[config.mk]
export PLATFORM = sky130hd
export DESIGN_NAME = bcd_excesso3_serial
export DESIGN_NICKNAME = d
export VERILOG_FILES = /design/src/rtl/bcd_xs3_pkg.sv /design/src/rtl/xs3_bit_slice.sv /design/src/rtl/bcd_excesso3_serial.sv
export SDC_FILE = /design/constraint.sdc
export NUM_CORES = 1
export LEC_CHECK = 0
export CAP_MARGIN = 20
export CORE_MARGIN = 2
export CORE_UTILIZATION = 45
export DETAILED_ROUTE_END_ITERATION = 16
export GPL_TIMING_DRIVEN = 0
export PLACE_DENSITY = 0.8
export SKIP_LAST_GASP = 1
export SYNTH_ARGS = -nofsm -noshare
export SYNTH_HDL_FRONTEND = slang
export SYNTH_HIERARCHICAL = 1
export SYNTH_SLANG_ARGS = --single-unit
[constraint.sdc]
create_clock -name clk -period 4 [get_ports clk]
set_input_delay 1 -clock clk [delete_from_list [all_inputs] [get_ports clk]]
set_output_delay 1 -clock clk [all_outputs]
set_load 0.01 [all_outputs]
[src/rtl/bcd_xs3_pkg.sv]
// Shared encodings and constants for the serial BCD <-> excess-3 converter.
// Holds mode/state enums, the serial addend constants and digit-valid bounds.
package bcd_xs3_pkg;

    typedef enum logic {
        MODE_ADD3 = 1'b0,   // BCD -> excess-3
        MODE_SUB3 = 1'b1    // excess-3 -> BCD
    } mode_e;

    typedef enum logic {
        ST_IDLE = 1'b0,
        ST_RUN  = 1'b1
    } state_e;

    localparam logic [3:0] K_ADD3  = 4'b0011;
    localparam logic [3:0] K_SUB3  = 4'b1101;  // two's complement of 3

    localparam logic [3:0] BCD_MAX = 4'd9;
    localparam logic [3:0] XS3_MIN = 4'd3;
    localparam logic [3:0] XS3_MAX = 4'd12;

    function automatic logic [3:0] k_of(input mode_e m);
        return (m == MODE_SUB3) ? K_SUB3 : K_ADD3;
    endfunction

    function automatic logic digit_invalid(input mode_e m, input logic [3:0] d);
        if (m == MODE_ADD3)
            return (d > BCD_MAX);
        else
            return (d < XS3_MIN) || (d > XS3_MAX);
    endfunction

endpackage

[src/rtl/xs3_bit_slice.sv]
// Stateless one-bit slice of the serial constant adder.
// Produces sum and carry for one input bit, one constant bit and the running carry.
module xs3_bit_slice (
    input  logic bin,
    input  logic k,
    input  logic carry_in,
    output logic sum,
    output logic carry_out
);

    assign sum       = bin ^ k ^ carry_in;
    assign carry_out = (bin & k) | (bin & carry_in) | (k & carry_in);

endmodule

[src/rtl/bcd_excesso3_serial.sv]
// Serial BCD <-> excess-3 converter over frames of NDIG 4-bit digits, LSB first.
// Adds (or subtracts) 3 per digit bit-serially and flags digits outside the valid range.
module bcd_excesso3_serial
    import bcd_xs3_pkg::*;
#(
    parameter int NDIG = 4
) (
    input  logic clk,
    input  logic reset,
    input  logic start,
    input  logic mode,
    input  logic bin,
    input  logic bin_valid,
    output logic bout,
    output logic bout_valid,
    output logic digit_done,
    output logic digit_err,
    output logic frame_done,
    output logic frame_err,
    output logic busy
);

    localparam int CW = (NDIG > 1) ? $clog2(NDIG) : 1;
    localparam logic [CW-1:0] LAST_DIG = CW'(NDIG - 1);

    state_e        state_q, state_d;
    mode_e         mode_q, mode_d;
    logic [1:0]    bit_q, bit_d;
    logic [CW-1:0] dig_q, dig_d;
    logic          carry_q, carry_d;
    logic [2:0]    sh_q, sh_d;
    logic          bout_q, bout_d;
    logic          bout_valid_q, bout_valid_d;
    logic          digit_done_q, digit_done_d;
    logic          digit_err_q, digit_err_d;
    logic          frame_done_q, frame_done_d;
    logic          frame_err_q, frame_err_d;

    logic [3:0]    k_vec;
    logic          k_bit;
    logic          slice_sum;
    logic          slice_cout;
    logic [3:0]    full_digit;
    logic          dig_invalid;

    assign k_vec = k_of(mode_q);
    assign k_bit = k_vec[bit_q];

    xs3_bit_slice u_slice (
        .bin       (bin),
        .k         (k_bit),
        .carry_in  (carry_q),
        .sum       (slice_sum),
        .carry_out (slice_cout)
    );

    // Bits 0..2 sit in sh_q; the 4th digit bit is the live input.
    assign full_digit  = {bin, sh_q};
    assign dig_invalid = digit_invalid(mode_q, full_digit);

    always_comb begin
        state_d      = state_q;
        mode_d       = mode_q;
        bit_d        = bit_q;
        dig_d        = dig_q;
        carry_d      = carry_q;
        sh_d         = sh_q;
        bout_d       = 1'b0;
        bout_valid_d = 1'b0;
        digit_done_d = 1'b0;
        digit_err_d  = 1'b0;
        frame_done_d = 1'b0;
        frame_err_d  = frame_err_q;

        case (state_q)
            ST_IDLE: begin
                if (start) begin
                    state_d     = ST_RUN;
                    mode_d      = mode_e'(mode);
                    bit_d       = '0;
                    dig_d       = '0;
                    carry_d     = 1'b0;
                    sh_d        = '0;
                    frame_err_d = 1'b0;
                end
            end
            ST_RUN: begin
                if (bin_valid) begin
                    bout_d       = slice_sum;
                    bout_valid_d = 1'b1;
                    sh_d         = {bin, sh_q[2:1]};
                    bit_d        = bit_q + 2'd1;
                    carry_d      = slice_cout;
                    if (bit_q == 2'd3) begin
                        carry_d      = 1'b0;
                        digit_done_d = 1'b1;
                        digit_err_d  = dig_invalid;
                        frame_err_d  = frame_err_q | dig_invalid;
                        dig_d        = dig_q + 1'b1;
                        if (dig_q == LAST_DIG) begin
                            frame_done_d = 1'b1;
                            state_d      = ST_IDLE;
                        end
                    end
                end
            end
            default: state_d = ST_IDLE;
        endcase
    end

    always_ff @(posedge clk) begin
        if (reset) begin
            state_q      <= ST_IDLE;
            mode_q       <= MODE_ADD3;
            bit_q        <= '0;
            dig_q        <= '0;
            carry_q      <= 1'b0;
            sh_q         <= '0;
            bout_q       <= 1'b0;
            bout_valid_q <= 1'b0;
            digit_done_q <= 1'b0;
            digit_err_q  <= 1'b0;
            frame_done_q <= 1'b0;
            frame_err_q  <= 1'b0;
        end else begin
            state_q      <= state_d;
            mode_q       <= mode_d;
            bit_q        <= bit_d;
            dig_q        <= dig_d;
            carry_q      <= carry_d;
            sh_q         <= sh_d;
            bout_q       <= bout_d;
            bout_valid_q <= bout_valid_d;
            digit_done_q <= digit_done_d;
            digit_err_q  <= digit_err_d;
            frame_done_q <= frame_done_d;
            frame_err_q  <= frame_err_d;
        end
    end

    assign bout       = bout_q;
    assign bout_valid = bout_valid_q;
    assign digit_done = digit_done_q;
    assign digit_err  = digit_err_q;
    assign frame_done = frame_done_q;
    assign frame_err  = frame_err_q;
    assign busy       = (state_q == ST_RUN);

endmodule

== Word-level counts from Yosys, hierarchy flattened ==
Index checks and enable logic that the tools add are counted.

* Add/subtract/negate cells: 2
* Magnitude comparators: 4
* Equality and inequality tests: 5
* Mux-type cells: 28
* Bitwise logic cells: 11
* Reductions and logical operators: 7

{| class="wikitable"
|+ Operators by type and width
! kind !! count
|-
| 1-bit two-way mux || 14
|-
| 4-bit greater-than comparator (second input constant) || 2
|-
| 2-bit two-way mux || 4
|-
| 2-bit case mux with 2 select lines || 2
|-
| 3-bit two-way mux || 2
|-
| 1-bit case mux with 2 select lines || 3
|-
| 3-bit case mux with 2 select lines || 1
|-
| 2-bit by 1-bit adder with 2-bit output (second input constant) || 2
|-
| 2-bit equality test (second input constant) || 2
|-
| 4-bit by 2-bit less-than comparator with 1-bit output (second input constant) || 1
|-
| 4-bit two-way mux || 1
|-
| 2-bit inequality test (second input constant) || 2
|-
| 2-bit AND reduction || 2
|-
| 4-bit OR reduction || 1
|-
| 1-bit AND || 3
|-
| 2-bit by 3-bit less-than comparator with 1-bit output (second input constant) || 1
|-
| 1-bit NOT || 3
|-
| 1-bit bitwise OR || 3
|-
| 3-bit AND reduction || 1
|-
| 3-bit OR reduction || 1
|-
| 1-bit binary-select mux with 2-bit select || 1
|-
| 2-bit by 1-bit inequality test with 1-bit output (second input constant) || 1
|-
| 2-bit OR reduction || 1
|-
| 1-bit bitwise XOR || 2
|-
| 1-bit logical OR || 1
|}

* Register bits after elaboration: 16
* Logic and storage cells: 69

== Longest topological paths before layout ==
* Depth in word-level cells: 9
* Depth in mapped cells: 6

== By module ==
Netlist, hierarchy kept.

{| class="wikitable"
|+ By module, submodules not included
! module !! times used !! cells an instance !! area an instance (um^2) !! seq. area each (um^2)
|-
| bcd_excesso3_serial || 1 || 66 || 618.1 || 320.3
|-
| xs3_bit_slice || 1 || 1 || 20.0 || 0.0
|}

== Least setup slack after synthesis ==
No wires, ideal clock.

* Path kind: in2reg
* Start: input bin
* End: register carry_q
* Setup time: 0.128 ns
* Arrival: 1.624 ns
* Setup slack: 2.248 ns
* Cell stages on the path: 3
* Path buffers: 0
* Cells stage by stage: fa_1 a32oi_1 nor2_1

* Longest elaborated chain between the ends: 6
* Elaborated cells between the ends (all ways): 7
* Classes of those cells: 3 x mux; 4 x bitwise

{| class="wikitable"
|+ RTL lines
! element !! line !! RTL
|-
| start: declaration || bcd_excesso3_serial.sv:12 || <nowiki>input logic bin,</nowiki>
|-
| 1-bit AND || xs3_bit_slice.sv:12 || <nowiki>assign carry_out = (bin & k) | (bin & carry_in) | (k & carry_in);</nowiki>
|-
| 1-bit bitwise OR * (2 in series) || xs3_bit_slice.sv:12 ||
|-
| 1-bit two-way mux * || bcd_excesso3_serial.sv:94 || <nowiki>if (bit_q == 2'd3) begin</nowiki>
|-
| 1-bit two-way mux * || bcd_excesso3_serial.sv:88 || <nowiki>if (bin_valid) begin</nowiki>
|-
| 1-bit case mux with 2 select lines * || bcd_excesso3_serial.sv:75 || <nowiki>case (state_q)</nowiki>
|-
| end signal: assignment || bcd_excesso3_serial.sv:130 || <nowiki>carry_q <= carry_d;</nowiki>
|-
| end: declaration || bcd_excesso3_serial.sv:30 || <nowiki>logic carry_q, carry_d;</nowiki>
|}

Every way passes the cells marked *; elsewhere a longest branch is shown, timed or not. The select of a mux whose other input is x is not followed.
A chain may end at the register's enable or synchronous reset.

== Worst setup path after layout ==
* Start: register state_q (netlist: busy)
* End: output busy

{| class="wikitable"
|+ RTL lines
! element !! line !! RTL
|-
| start: declaration || bcd_excesso3_serial.sv:26 || <nowiki>state_e state_q, state_d;</nowiki>
|-
| start signal: assignment || bcd_excesso3_serial.sv:126 || <nowiki>state_q <= state_d;</nowiki>
|-
| end: declaration || bcd_excesso3_serial.sv:20 || <nowiki>output logic busy</nowiki>
|}

No word-level cell between the ends.

==> out/metrics.json <==
{
  "holdWs_ns": 0.483,
  "ant_nets": 0,
  "post-route-period-util": 0.583,
  "globalRoute.totalOverflow": 0,
  "max-cap-violations": 0,
  "max_slew.worst_pin.slew_ns": 0.479,
  "cp.arrival_ns": 1.33,
  "grt_first_pass_wirelength_microns": 2170,
  "coreArea_sq_um": 1320,
  "ys_seq_area_frac": 0.502,
  "fmax_mhz": 429,
  "report.final.hold_viol_count": 0,
  "rsz0062_at_grt": "no",
  "die_width_microns": 41.7,
  "criticalPathCategory": "register to primary output",
  "yosysWarnings": 6,
  "post_synth_instance_area_sq_um": 638,
  "number_of_rows_in_the_core_area": 13,
  "clock_tree.htree_level_count": 1,
  "num_antenna_cells": 0,
  "antenna_violations_before_repair": 0,
  "slowest_delay_ns": 0.58,
  "synth_fp_nets": 76,
  "drt_pre_antenna_iters": 4,
  "layout-drive-gt1-share": 0.0843,
  "final_common_cell": "dfxtp_1",
  "fin_cells": 98,
  "period_minus_slack_ns": 2.33,
  "ir_drop_mv": 0.152,
  "design.die.area_sq_um": 1740,
  "chipHeight_microns": 41.7,
  "routed-via-count": 551,
  "critical_path.slowest_cell": "clkdlybuf4s50_1",
  "finalSetupViolations": 0,
  "critical_path.max_fanout": 7,
  "totalWireLength_microns": 1300,
  "ctsRootBufferMaster": "clkbuf_4",
  "worst-path-buf-inv": 1,
  "final_net_count": 93,
  "hold_path_class": "register to register",
  "portBuffers": 12,
  "placement.cell_area_sq_um": 777,
  "cts_sinks": 16,
  "clkLatencyLatePin_ns": 0.30,
  "cts-buffers-inserted": 3,
  "grt.busiest_layer": "met2",
  "most_frequent_cells_in_the_layout": "16 x dfxtp_1, 12 x clkdlybuf4s50_1, 11 x nor2_1",
  "hp-start": "dig_q[1]$_SDFFE_PP0P_",
  "required_time_at_the_endpoint_of_the_critical_path_ns": 3.00,
  "tritoncts": "yes",
  "power.total_uw": 303,
  "clock_tree.buffer_depth": 2,
  "worst_r2r_startpoint": "mode_q$_SDFFE_PP0P_",
  "synth_cell_type_count": 24,
  "finalWeightedCongestion": 0.761,
  "initial_core_util": 0.484,
  "ctsHoldBuffers": 0,
  "vias_per_cell": 5.62,
  "power_density_nw_per_um2": 372,
  "timing.critical_path.to_type": "primary output",
  "power.leakage_uw": 0.000310,
  "synth-seq-cells": 16,
  "cts-resized-gates": 0,
  "path_depth": 1,
  "setup_tns_ns": 0,
  "globalRouteTotalUtil": 0.173,
  "critical-path-top-delay-family": "buffers and inverters",
  "met1_usage_in_global_routing": 0.175,
  "globalRouteMet3Util": 0.0522,
  "cp_cell_sequence": "clkdlybuf4s50_1",
  "place_inst": 94,
  "syn_to_final_growth_pct": 27.5,
  "via_count_of_the_first_global_routing_pass": 535,
  "clk_transition_reported_paths_ns": 0.10,
  "floorplan.io_pins": 13,
  "detail_route.wl_per_cell_microns": 13.3,
  "postCtsSetupRepairBufs": 0,
  "synth.avg_cell_area_sq_um": 9.52,
  "r2r_worst_path_depth": 6,
  "timing.final.max_slew_violations": 0,
  "status": "complete, no violations",
  "critical_path.startpoint_type": "register",
  "clock_skew_ns": 0.00427,
  "setup.worst_path.start": "busy$_SDFF_PP0_",
  "remaining_drc_errors": 0,
  "place.detailed.hpwl_microns": 983,
  "drt_iter0_drc": 11,
  "min_path_cells": 2,
  "syn-instance-count": 67,
  "fin_area_sq_um": 813,
  "largest_net_degree_at_the_start_of_global_routing": 11,
  "relSlewSlack": 0.672,
  "grtUsageMet2": 0.300
}
## state kept, by name, indices dropped and copies added, names as in the netlist
signal      cells
bout            1
carry_q         1
sh_q            3
digit_err       1
bout_valid      1
frame_done      1
frame_err       1
dig_q           2
busy            1
mode_q          1
bit_q           2
digit_done      1
## layer usage
| metal | wire length, microns | vias to the layer above | share of wire |
|---|---|---|---|
| met5 | 0 | - | 0 |
| met4 | 35 | 0 | 0.027 |
| met3 | 57 | 5 | 0.044 |
| met2 | 639 | 17 | 0.49 |
| met1 | 567 | 260 | 0.44 |
| li1 | - | 269 | - |
## worst paths after layout
check | slack (ns) | to
max | 1.67 | busy
min | 0.48 | dig_q[1]$_SDFFE_PP0P_
max reg2reg | 2.63 | carry_q$_SDFFE_PP0P_
min reg2reg | 0.48 | dig_q[1]$_SDFFE_PP0P_
## cell type report
cell class              count  area [sq um]
clock buffers               4          36.3
inverters                   2          7.51
fillers                   119           504
multi-input cells          47           302
flip-flops and latches     16           320
repair buffers             12           120
well taps                  15          18.8
plain buffers               2          8.76
## synthesized netlist by cell type
cell type	n	area, sq um
dfxtp_1	16	320
nor2_1	11	41.3
a21oi_1	5	25.0
a22oi_1	4	30.0
and2_1	4	25.0
nand2_1	4	15.0
nand3_1	4	20.0
ha_1	2	25.0
inv_1	2	7.51
a2111o_1	1	11.3
a22o_1	1	8.76
a311oi_1	1	8.76
a32oi_1	1	8.76
and2b_1	1	7.51
buf_2	1	5.00
clkbuf_1	1	3.75
fa_1	1	20.0
mux2i_1	1	10.0
nand2_2	1	6.26
nand2b_1	1	6.26
nor3_2	1	10.0
o2111ai_1	1	8.76
o211ai_1	1	7.51
or3_1	1	6.26
## power breakdown
group	leakage [uW]	switching (uW)	internal, uW
Combinational	0.000159	13.2	12.5
Sequential	0.000130	3.63	163
Clock	0.0000210	55.5	55.5
Total	0.000310	72.3	231
## kinds of logic after synthesis
logic type	share of synthesized area
AOI/OAI and AO/OA	0.171
adders and majority gates	0.0706
buffers and inverters	0.0255
DFF	0.502
muxes	0.0157
and+or+nand+nor	0.216
## stage by stage
step	setup slack, ns	util
after floorplan	2.25	-
after global placement	1.67	0.590
after detailed placement	1.65	0.590
after CTS	1.65	0.617
after global routing	1.62	0.617
final	1.67	0.617
No activity file was read; power rests on OpenSTA's default activity.
